`src/rtl/iter_colorizer.sv`:
```
// Colour stage: iteration count -> palette index -> ROM address, with colour
// cycling and a two-slot pipeline that hides the ROM's one-cycle read latency.
module iter_colorizer #(
    parameter int ITER_W     = 16,
    parameter int CYCLE_DIV  = 4,
    parameter int CYCLE_STEP = 1
) (
    input  logic              clk,
    input  logic              rst,
    input  logic              frame_start,
    input  logic              cycle_en,
    input  logic [ITER_W-1:0] max_iter,
    input  logic              in_valid,
    output logic              in_ready,
    input  logic [ITER_W-1:0] in_iter,
    output logic [7:0]        pal_addr,
    input  logic [23:0]       pal_rgb,
    output logic              out_valid,
    input  logic              out_ready,
    output logic [23:0]       out_rgb
);

    localparam int FC_W = (CYCLE_DIV > 1) ? $clog2(CYCLE_DIV) : 1;
    localparam logic [FC_W-1:0] FC_LAST = FC_W'(CYCLE_DIV - 1);
    localparam logic [8:0] STEP9 = 9'(CYCLE_STEP);

    logic            v1_q, v1_d;
    logic            v2_q, v2_d;
    logic            hold_sel_q, hold_sel_d;
    logic [7:0]      pal_addr_q, pal_addr_d;
    logic [7:0]      offset_q, offset_d;
    logic [FC_W-1:0] fc_q, fc_d;
    logic [23:0]     hold_q, hold_d;

    logic [8:0] s;
    logic [8:0] step_s;
    logic [7:0] idx;
    logic       adv;
    logic       accept;
    logic       out_hs;

    // 1 + (s mod 255) folded into one add per branch
    always_comb begin
        s = {1'b0, in_iter[7:0]} + {1'b0, offset_q};
        if (in_iter >= max_iter) begin
            idx = 8'd0;
        end else if (s >= 9'd255) begin
            idx = 8'(s - 9'd254);
        end else begin
            idx = 8'(s + 9'd1);
        end
    end

    always_comb begin
        step_s   = {1'b0, offset_q} + STEP9;
        fc_d     = fc_q;
        offset_d = offset_q;
        if (frame_start) begin
            if (fc_q == FC_LAST) begin
                fc_d = '0;
                if (cycle_en) begin
                    offset_d = (step_s >= 9'd255) ? 8'(step_s - 9'd255)
                                                  : step_s[7:0];
                end
            end else begin
                fc_d = fc_q + FC_W'(1);
            end
        end
    end

    assign in_ready = ~v1_q | ~v2_q | out_ready;
    assign adv      = v1_q & (~v2_q | out_ready);
    assign accept   = in_valid & in_ready;
    assign out_hs   = v2_q & out_ready;

    always_comb begin
        v1_d       = v1_q;
        v2_d       = v2_q;
        pal_addr_d = pal_addr_q;
        hold_sel_d = hold_sel_q;
        hold_d     = hold_q;
        if (accept) begin
            pal_addr_d = idx;
            v1_d       = 1'b1;
        end else if (adv) begin
            v1_d = 1'b0;
        end
        if (adv) begin
            v2_d = 1'b1;
        end else if (out_hs) begin
            v2_d = 1'b0;
        end
        // ROM re-reads pal_addr each cycle, so freeze the S2 colour on stall
        if (out_hs) begin
            hold_sel_d = 1'b0;
        end else if (v2_q & ~out_ready & ~hold_sel_q) begin
            hold_sel_d = 1'b1;
            hold_d     = pal_rgb;
        end
    end

    always_ff @(posedge clk) begin
        if (rst) begin
            v1_q       <= 1'b0;
            v2_q       <= 1'b0;
            hold_sel_q <= 1'b0;
            pal_addr_q <= 8'd0;
            offset_q   <= 8'd0;
            fc_q       <= '0;
            hold_q     <= 24'd0;
        end else begin
            v1_q       <= v1_d;
            v2_q       <= v2_d;
            hold_sel_q <= hold_sel_d;
            pal_addr_q <= pal_addr_d;
            offset_q   <= offset_d;
            fc_q       <= fc_d;
            hold_q     <= hold_d;
        end
    end

    assign pal_addr  = pal_addr_q;
    assign out_valid = v2_q;
    assign out_rgb   = ~v2_q ? 24'd0 : (hold_sel_q ? hold_q : pal_rgb);

endmodule

```
`config.mk`:
```
export PLATFORM = sky130hd
export DESIGN_NAME = iter_colorizer
export DESIGN_NICKNAME = d
export VERILOG_FILES = /design/src/rtl/iter_colorizer.sv
export SDC_FILE = /design/constraint.sdc
export NUM_CORES = 1
export LEC_CHECK = 0
export CAP_MARGIN = 20
export CORE_MARGIN = 8
export CORE_UTILIZATION = 41
export DETAILED_ROUTE_END_ITERATION = 10
export GPL_TIMING_DRIVEN = 0
export PLACE_DENSITY = 0.82
export SLEW_MARGIN = 20
export SYNTH_ARGS = -nofsm -noshare
export SYNTH_HDL_FRONTEND = slang
export SYNTH_SLANG_ARGS = --single-unit
```
`constraint.sdc`:
```
create_clock -name clk -period 4.26 [get_ports clk]
set_input_delay 0.639 -clock clk [delete_from_list [all_inputs] [get_ports clk]]
set_output_delay 0.639 -clock clk [all_outputs]
set_load 0.02 [all_outputs]
```
[Word-level counts from Yosys, hierarchy flattened]
Cells that the tools add are included.
W data, S select, Z words.
Operators by class
  $add $sub $neg: 6
  $lt $le $gt $ge: 3
  equality and inequality tests: 1
  muxes and demuxes: 10
  bitwise gates (word level): 13
  reduce and logical (&&, ||, !) cells: 5
Operators by type and width (count)
  $mux W24: 2
  $mux W8: 3
  $ge A9 B8 Y1 const B: 2
  $ge A16 B16 Y1: 1
  $sub A8 B8 Y8 const B: 2
  $add A8 B1 Y9 const B: 1
  $add A8 B8 Y9: 1
  $add A8 B1 Y8 const B: 1
  $and A1 B1 Y1: 5
  $not A1 Y1: 5
  $mux W1: 4
  $reduce_bool A2 Y1: 2
  $or A1 B1 Y1: 3
  $reduce_and A3 Y1: 1
  $add A2 B1 Y2 const B: 1
  $eq A2 B2 Y1 const B: 1
  $mux W2: 1
  $reduce_and A2 Y1: 1
  $reduce_or A2 Y1: 1
Storage, ports and cells
  register bits after elaboration: 45
  input bits: 62
  output and inout port bits: 34
  word-level logic and storage cells: 45

[Longest topological paths before layout]
Gate-level depths: netlist (run 1).
  depth after elaboration: 5
  mapped depth: 11

[Least setup slack after synthesis (run 1)]
OpenSTA, ideal clock, no wires.
  path kind: input port to flip-flop
  from: in in_iter[0]
  to: reg pal_addr_q[5], in the netlist pal_addr[5]
  data arrival time: 3.049 ns
  required time: 4.143 ns
  setup slack: 1.094 ns
  cell stages on the path: 11
  path buffers: 0
  path through: ha_1 -> fa_1 -> xor2_2 -> ha_1 -> a22o_2 -> or4b_4 -> nand2_2 -> a21o_4 -> o2111ai_2 -> xor2_1 -> a22o_1
Between the ends
  cells in the longest elaborated chain, start to end: 4
  elaborated cells on any way between the ends: 7
  those cells by class: 3 x add/sub; 2 x order compare; 2 x mux
RTL lines
  start, declared: line 15  | input logic [ITER_W-1:0] in_iter,
  $add A8 B8 Y9: line 44  | s = {1'b0, in_iter[7:0]} + {1'b0, offset_q};
  $add A8 B1 Y8 (tied with other cells): line 50  | idx = 8'(s + 9'd1);
  $mux W8: line 47  | end else if (s >= 9'd255) begin
  $mux W8 *: line 45  | if (in_iter >= max_iter) begin
  end signal, assigned: line 115  | pal_addr_q <= pal_addr_d;
  end, declared: line 30  | logic [7:0] pal_addr_q, pal_addr_d;
Every way passes the cells marked *; elsewhere a longest branch is shown, timed or not.
A chain may end at the register's enable or synchronous reset.

[Worst setup path after layout (run 1)]
  from: in in_iter[0]
  to: reg pal_addr_q[4], in the netlist pal_addr[4]
Same word-level chain as after synthesis.

==> impl_metrics.tcl, run 1 <==
set metrics [dict create \
    reg2reg_from "offset_q[0]" \
    vdd_drop_max_mv 0.1360 \
    leakagePower_uw 0.001680 \
    grt_pass1_vias 3118 \
    initial_utilization 0.4209 \
    dp_cells 601 \
    fillers 720 \
    tritoncts "built" \
    drtIter0Drc 125 \
    crit_path_frequent_cell "ha_1" \
    clock_sinks 45 \
    r2r_cells 11 \
    ys.flop_type "dfxtp_1" \
    instances_no_fill 609 \
    clkLatencyLatePin_ps 300 \
    startpoint_type "input pin" \
    dp_hpwl_um 7109 \
    drt_drc_violations_left 0 \
    cts_post_setup_buffers_inserted 0 \
    syn_inst 404 \
    grt_max_degree 15 \
    wl_per_cell_um 14.23 \
    crit_required_ps 4450 \
    synth_top_cell_area_share 0.2784 \
    finalSetupViolCount 0 \
    yosysMostFrequentCell "nand2_1" \
    tightest_slew_ps 780.0 \
    die_h_um 104.8 \
    area_growth_pct 36.77 \
    period_needed_ps 3629 \
    synth_commonest_cells "nand2_1 (63), a21oi_1 (48), dfxtp_1 (45), ha_1 (30), nor2b_1 (28)" \
    via_per_inst 5.217 \
    synth_area_per_cell_um2 8.009 \
    first_pass_iters 6 \
    cts_hold_buf 0 \
    final-hold-violation-count 0 \
    crit_path_start "in_iter[0]" \
    ys_types 55 \
    end_kind "register" \
    hold_class "reg -> reg" \
    synth_edf_count 0 \
    period_share 0.8519 \
    finalSetupTns_ps 0 \
    grt_usage 0.1555 \
    r2r-end "pal_addr[4]" \
    power_density_nw_per_um2 232.9 \
    skew_ps 13.22 \
    hold_end "hold_q[23]" \
    diodes 0 \
    slew_violations 0 \
    rsz0062_at_grt "no" \
    ys_ff_latch 45 \
    die_width_um 104.8 \
    rows 32 \
    path_class "in -> reg" \
    core_um2 7687 \
    yosysWarnings 0 \
    io_pins 96 \
    syn_nets 497 \
    wl_um 8668 \
    status "finished, final reports clean" \
    cts-htree-levels 2 \
    worstPathArrival_ps 3820 \
    antenna_found_initial 0 \
    crit_chain "clkdlybuf4s50_1, ha_1, fa_1, xor2_2, ha_1, a22o_2, or4b_4, a21oi_1, a32o_1, o21ai_1, xnor2_1, a22o_1" \
    post_cts_resized 0 \
    synth.area.top_cells "dfxtp_1 (28%), ha_1 (12%), mux2i_1 (7.7%)" \
    fp.dieArea_um2 10990 \
    r2r_slack_ps 1000 \
    syn_area_um2 3236 \
    drive_gt1_frac 0.03748 \
    port_buffers 95 \
    cts_made_buffers 5 \
    clk_pin_slew_ps 80 \
    hp-start "hold_q[23]" \
    cap_violations 0 \
    gp_congestion 0.8948 \
    grt_pass1_wl_um 14610 \
    clockRootBuffer "clkbuf_8" \
    clk_path_buf_depth 2 \
    register_area_um2 900.9 \
    overflow 0 \
    multi_input_comb_area_um2 2192 \
    synth.largest_area_cell "dfxtp_1" \
    antenna_left 0 \
    fmax_ghz 0.2755 \
    holdPathStages 2 \
    critical_path_peak_fanout 6 \
    worst_path_max_delay_cell "or4b_4" \
    yosysSeqAreaShare 0.2784 \
    slew_headroom 0.4732 \
    async_flop_share 0 \
    vias 3177 \
    final_nets 599 \
    slowest_delay_ps 470 \
]
==> worst max-delay path: cells and delay by family <==
family | cells | cell delay, ps
adder cells (fa/ha/maj) | 3 | 970
AO/OA/AOI/OAI | 5 | 820
AND/OR/NAND/NOR | 1 | 470
buffers and inverters | 1 | 460
XOR/XNOR | 2 | 440
==> registers in the layout, summed over array words and instances, names as in the netlist <==
register    count
v1_q            1
out_valid       1
hold_sel_q      1
offset_q        8
fc_q            2
hold_q         24
pal_addr        8
==> per-stage QoR <==
step / util / power, uW / setup slack [ps] / cell area [um2] / hold WS (ps)
6_report: 0.5757 / 1031 / 630.7 / 4425 / 458.0
3_5_place_dp: 0.5612 / 715.4 / 329.6 / 4314 / 446.5
3_3_place_gp: 0.5612 / 707.1 / 451.9 / 4314 / 441.8
2_1_floorplan: - / 590.5 / 1094 / 3236 / 436.0
5_1_grt: 0.5757 / 1081 / 516.8 / 4425 / 477.2
4_1_cts: 0.5757 / 1039 / 650.1 / 4425 / 457.8
==> cell usage in the layout (no fill, tap or decap), types with 4 or more instances in the layout <==
master and n:
clkdlybuf4s50_1 95, nand2_1 63, a21oi_1 48, dfxtp_1 45, ha_1 30, nor2b_1 28
mux2i_1 25, inv_1 20, nor2_1 19, clkbuf_1 17, o21ai_0 11, xnor2_1 10
a22o_1 8, and2_1 6, a21o_1 5, clkbuf_8 5, o21ai_1 4, nor3_1 4
nand3_1 4
==> power by group <==
| part | switching, uW | internal [uW] |
|---|---|---|
| Combinational | 120 | 138 |
| Clock | 150 | 176 |
| Sequential | 9.59 | 437 |
| Total | 279 | 752 |
==> layout make-up <==
type,count,area share
multi-input combinational,321,0.4953
timing repair buffer,95,0.2149
sequential,45,0.2036
tap,102,0.02884
inverter,20,0.01696
clock buffer,6,0.01640
buffer,18,0.01527
clock inverter,2,0.008764
==> cells by family (layout without fill, tap and decap cells) <==
logic type / Yosys count / count (layout) / synth area share
AO/OA/AOI/OAI: 107 / 107 / 0.2189
adder cells (fa/ha/maj): 31 / 31 / 0.1222
XOR/XNOR: 14 / 14 / 0.04022
buffers and inverters: 38 / 141 / 0.04408
multiplexers: 25 / 25 / 0.07734
AND/OR/NAND/NOR: 144 / 144 / 0.2189
flip-flops: 45 / 45 / 0.2784
==> worst max path at each step <==
stage                        endpoint  slack, ps  cells past startpoint
after floorplan           pal_addr[5]       1090                     11
after global placement    pal_addr[5]        450                     12
after detailed placement  pal_addr[4]        330                     12
after CTS                 pal_addr[4]        650                     12
after global routing      pal_addr[4]        520                     12
final                     pal_addr[4]        630                     12
==> per-layer routing <==
layer  vias to the layer above  global-route usage  wire length [um]
met5                         -                   0                 0
met3                        11             0.03071               450
li1                       1633                   -                 -
met4                         0             0.04893               142
met1                      1460              0.1864              3696
met2                        73              0.2719              4378
Note: power is estimated with default switching activity, not from simulation.
==> run 2: changes to the inputs <==
--- a/config.mk
+++ b/config.mk
@@ -6,10 +6,10 @@
 export NUM_CORES = 1
 export LEC_CHECK = 0
 export CAP_MARGIN = 20
-export CORE_MARGIN = 8
+export CORE_MARGIN = 2
 export CORE_UTILIZATION = 41
 export DETAILED_ROUTE_END_ITERATION = 10
-export GPL_TIMING_DRIVEN = 0
+export GPL_ROUTABILITY_DRIVEN = 0
 export PLACE_DENSITY = 0.82
 export SLEW_MARGIN = 20
 export SYNTH_ARGS = -nofsm -noshare
==> run 2 against run 1 <==
Against the previous run:
- sequential share of layout area grew 0.28 points
- critical endpoint is now pal_addr[6]
- cell count shrank 2.5%
- flip-flop and latch count is the same
- non-clock buffer count shrank 15
- setup slack gained 56 ps
- sequential power is essentially flat
- design area shrank 1.4%
- clock power shrank 13%
- count of clock-buffer cells in the layout is the same
- wire length shrank 8.7%
- clock skew shrank 7.3 ps
- maximum frequency grew 1.6%
==> impl_metrics.tcl, run 2 (same netlist as run 1, synthesis figures left out) <==
set metrics [dict create \
    crit_chain "clkdlybuf4s50_1, ha_1, fa_1, xor2_2, ha_1, a22o_2, or4b_4, a21oi_1, a32o_1, o21ai_1, xnor2_1, a22o_1" \
    power_density_nw_per_um2 225.4 \
    antenna_left 0 \
    grt_pass1_vias 2960 \
    grt_usage 0.1822 \
    dp_hpwl_um 6045 \
    rsz0062_at_grt "no" \
    period_needed_ps 3573 \
    crit_path_frequent_cell "ha_1" \
    hp-start "hold_q[7]" \
    path_class "in -> reg" \
    drt_drc_violations_left 0 \
    antenna_found_initial 0 \
    skew_ps 5.890 \
    tritoncts "built" \
    path_delay_family "adder cells" \
    critical_path_peak_fanout 6 \
    reg2reg_from "offset_q[0]" \
    multi_input_comb_area_um2 2192 \
    cts_post_setup_buffers_inserted 0 \
    vdd_drop_max_mv 0.1152 \
    register_area_um2 900.9 \
    period_share 0.8387 \
    fp.dieArea_um2 8618 \
    cts_hold_buf 0 \
    tightest_slew_ps 937.9 \
    layout_common_cells "clkdlybuf4s50_1 (95), nand2_1 (63), a21oi_1 (48)" \
    crit_buf_inv 1 \
    die_h_um 92.84 \
    dp_cells 586 \
    rows 32 \
    r2r-end "pal_addr[6]" \
    finalSetupTns_ps 0 \
    leakagePower_uw 0.001670 \
    cap_violations 0 \
    status "finished, final reports clean" \
    overflow 0 \
    largest_register "hold_q" \
    clk_pin_slew_ps 90 \
    drtIter0Drc 157 \
    final_nets 584 \
    core_um2 7687 \
    largest_reg_flops 24 \
    first_pass_iters 4 \
    r2r_slack_ps 1060 \
    fillers 692 \
    hold_class "reg -> reg" \
    final-hold-violation-count 0 \
    drive_gt1_frac 0.04675 \
    startpoint_type "input pin" \
    io_pins 96 \
    via_per_inst 5.249 \
    wl_per_cell_um 13.32 \
    diodes 0 \
    slew_headroom 0.3747 \
    cts_made_buffers 5 \
    port_buffers 95 \
    post_cts_resized 0 \
    grt_pass1_wl_um 13010 \
    grt_max_degree 40 \
    clk_path_buf_depth 2 \
    slew_violations 0 \
    cts-htree-levels 2 \
    crit_required_ps 4450 \
    clockRootBuffer "clkbuf_8" \
    holdPathStages 2 \
    slowest_delay_ps 470 \
    worst_path_max_delay_cell "or4b_4" \
    area_growth_pct 34.92 \
    r2r_cells 11 \
    end_kind "register" \
    die_width_um 92.84 \
    instances_no_fill 594 \
    worstPathArrival_ps 3770 \
    finalSetupViolCount 0 \
    wl_um 7911 \
    fmax_ghz 0.2799 \
    hold_end "hold_q[7]" \
    clock_sinks 45 \
    vias 3118 \
    initial_utilization 0.4209 \
    clkLatencyLatePin_ps 300 \
    final_common_cell "clkdlybuf4s50_1" \
]
## run 2: cell count changes in the layout (fill, tap and decap cells not counted), sizes merged
cell and delta:
buf +1, clkbuf -16, bufinv -1, clkinv +1
## run 2: power breakdown
part           switching [uW]  total, uW  internal [uW]  leakage (uW)
Combinational             114        251            137       0.00125
Sequential               11.9        449            437      0.000366
Clock                     152        284            132     0.0000512
Total                     278        984            706       0.00167
## run 2: worst max-delay path by stage
stage,depth (start not counted),startpoint,end
6_report,12,in_iter[0],pal_addr[6]
5_1_grt,12,in_iter[0],pal_addr[6]
4_1_cts,12,in_iter[0],pal_addr[6]
3_5_place_dp,12,in_iter[0],pal_addr[6]
3_3_place_gp,12,in_iter[0],pal_addr[5]
2_1_floorplan,11,in_iter[0],pal_addr[5]
## run 2: routing by layer
layer / wire [um] / track usage
met3: 327 / 0.02929
met2: 3997 / 0.3279
met5: 0 / 0
met1: 3471 / 0.2242
met4: 114 / 0.04902
## run 2: through the flow
stage	area (um2)	total power (uW)	utilization	setup slack, ps	hold WS, ps
floorplan	3236	590.5	-	1094	436.0
global placement	4269	703.1	0.5553	477.6	441.0
detailed placement	4269	709.6	0.5553	375.2	446.7
CTS	4365	991.7	0.5679	680.3	459.3
global route	4365	1036	0.5679	498.6	472.2
finish	4365	983.9	0.5679	687.2	455.7
## run 2: worst register-to-register path, cell delays in order, from the launching register on
cell and delay, ps:
dfxtp_1 420, ha_1 260, fa_1 420, xor2_2 290
ha_1 300, a22o_2 190, or4b_4 470, a21oi_1 150
a32o_1 170, o21ai_1 90, xnor2_1 140, a22o_1 200
## run 2: final cells by class
class / count / area share
clock buffers: 6 / 0.01892
clock inverters: 2 / 0.003153
inverters: 20 / 0.01720
multi-input cells: 321 / 0.5021
flip-flops and latches: 45 / 0.2064
well taps: 102 / 0.02923
repair buffers: 98 / 0.2230
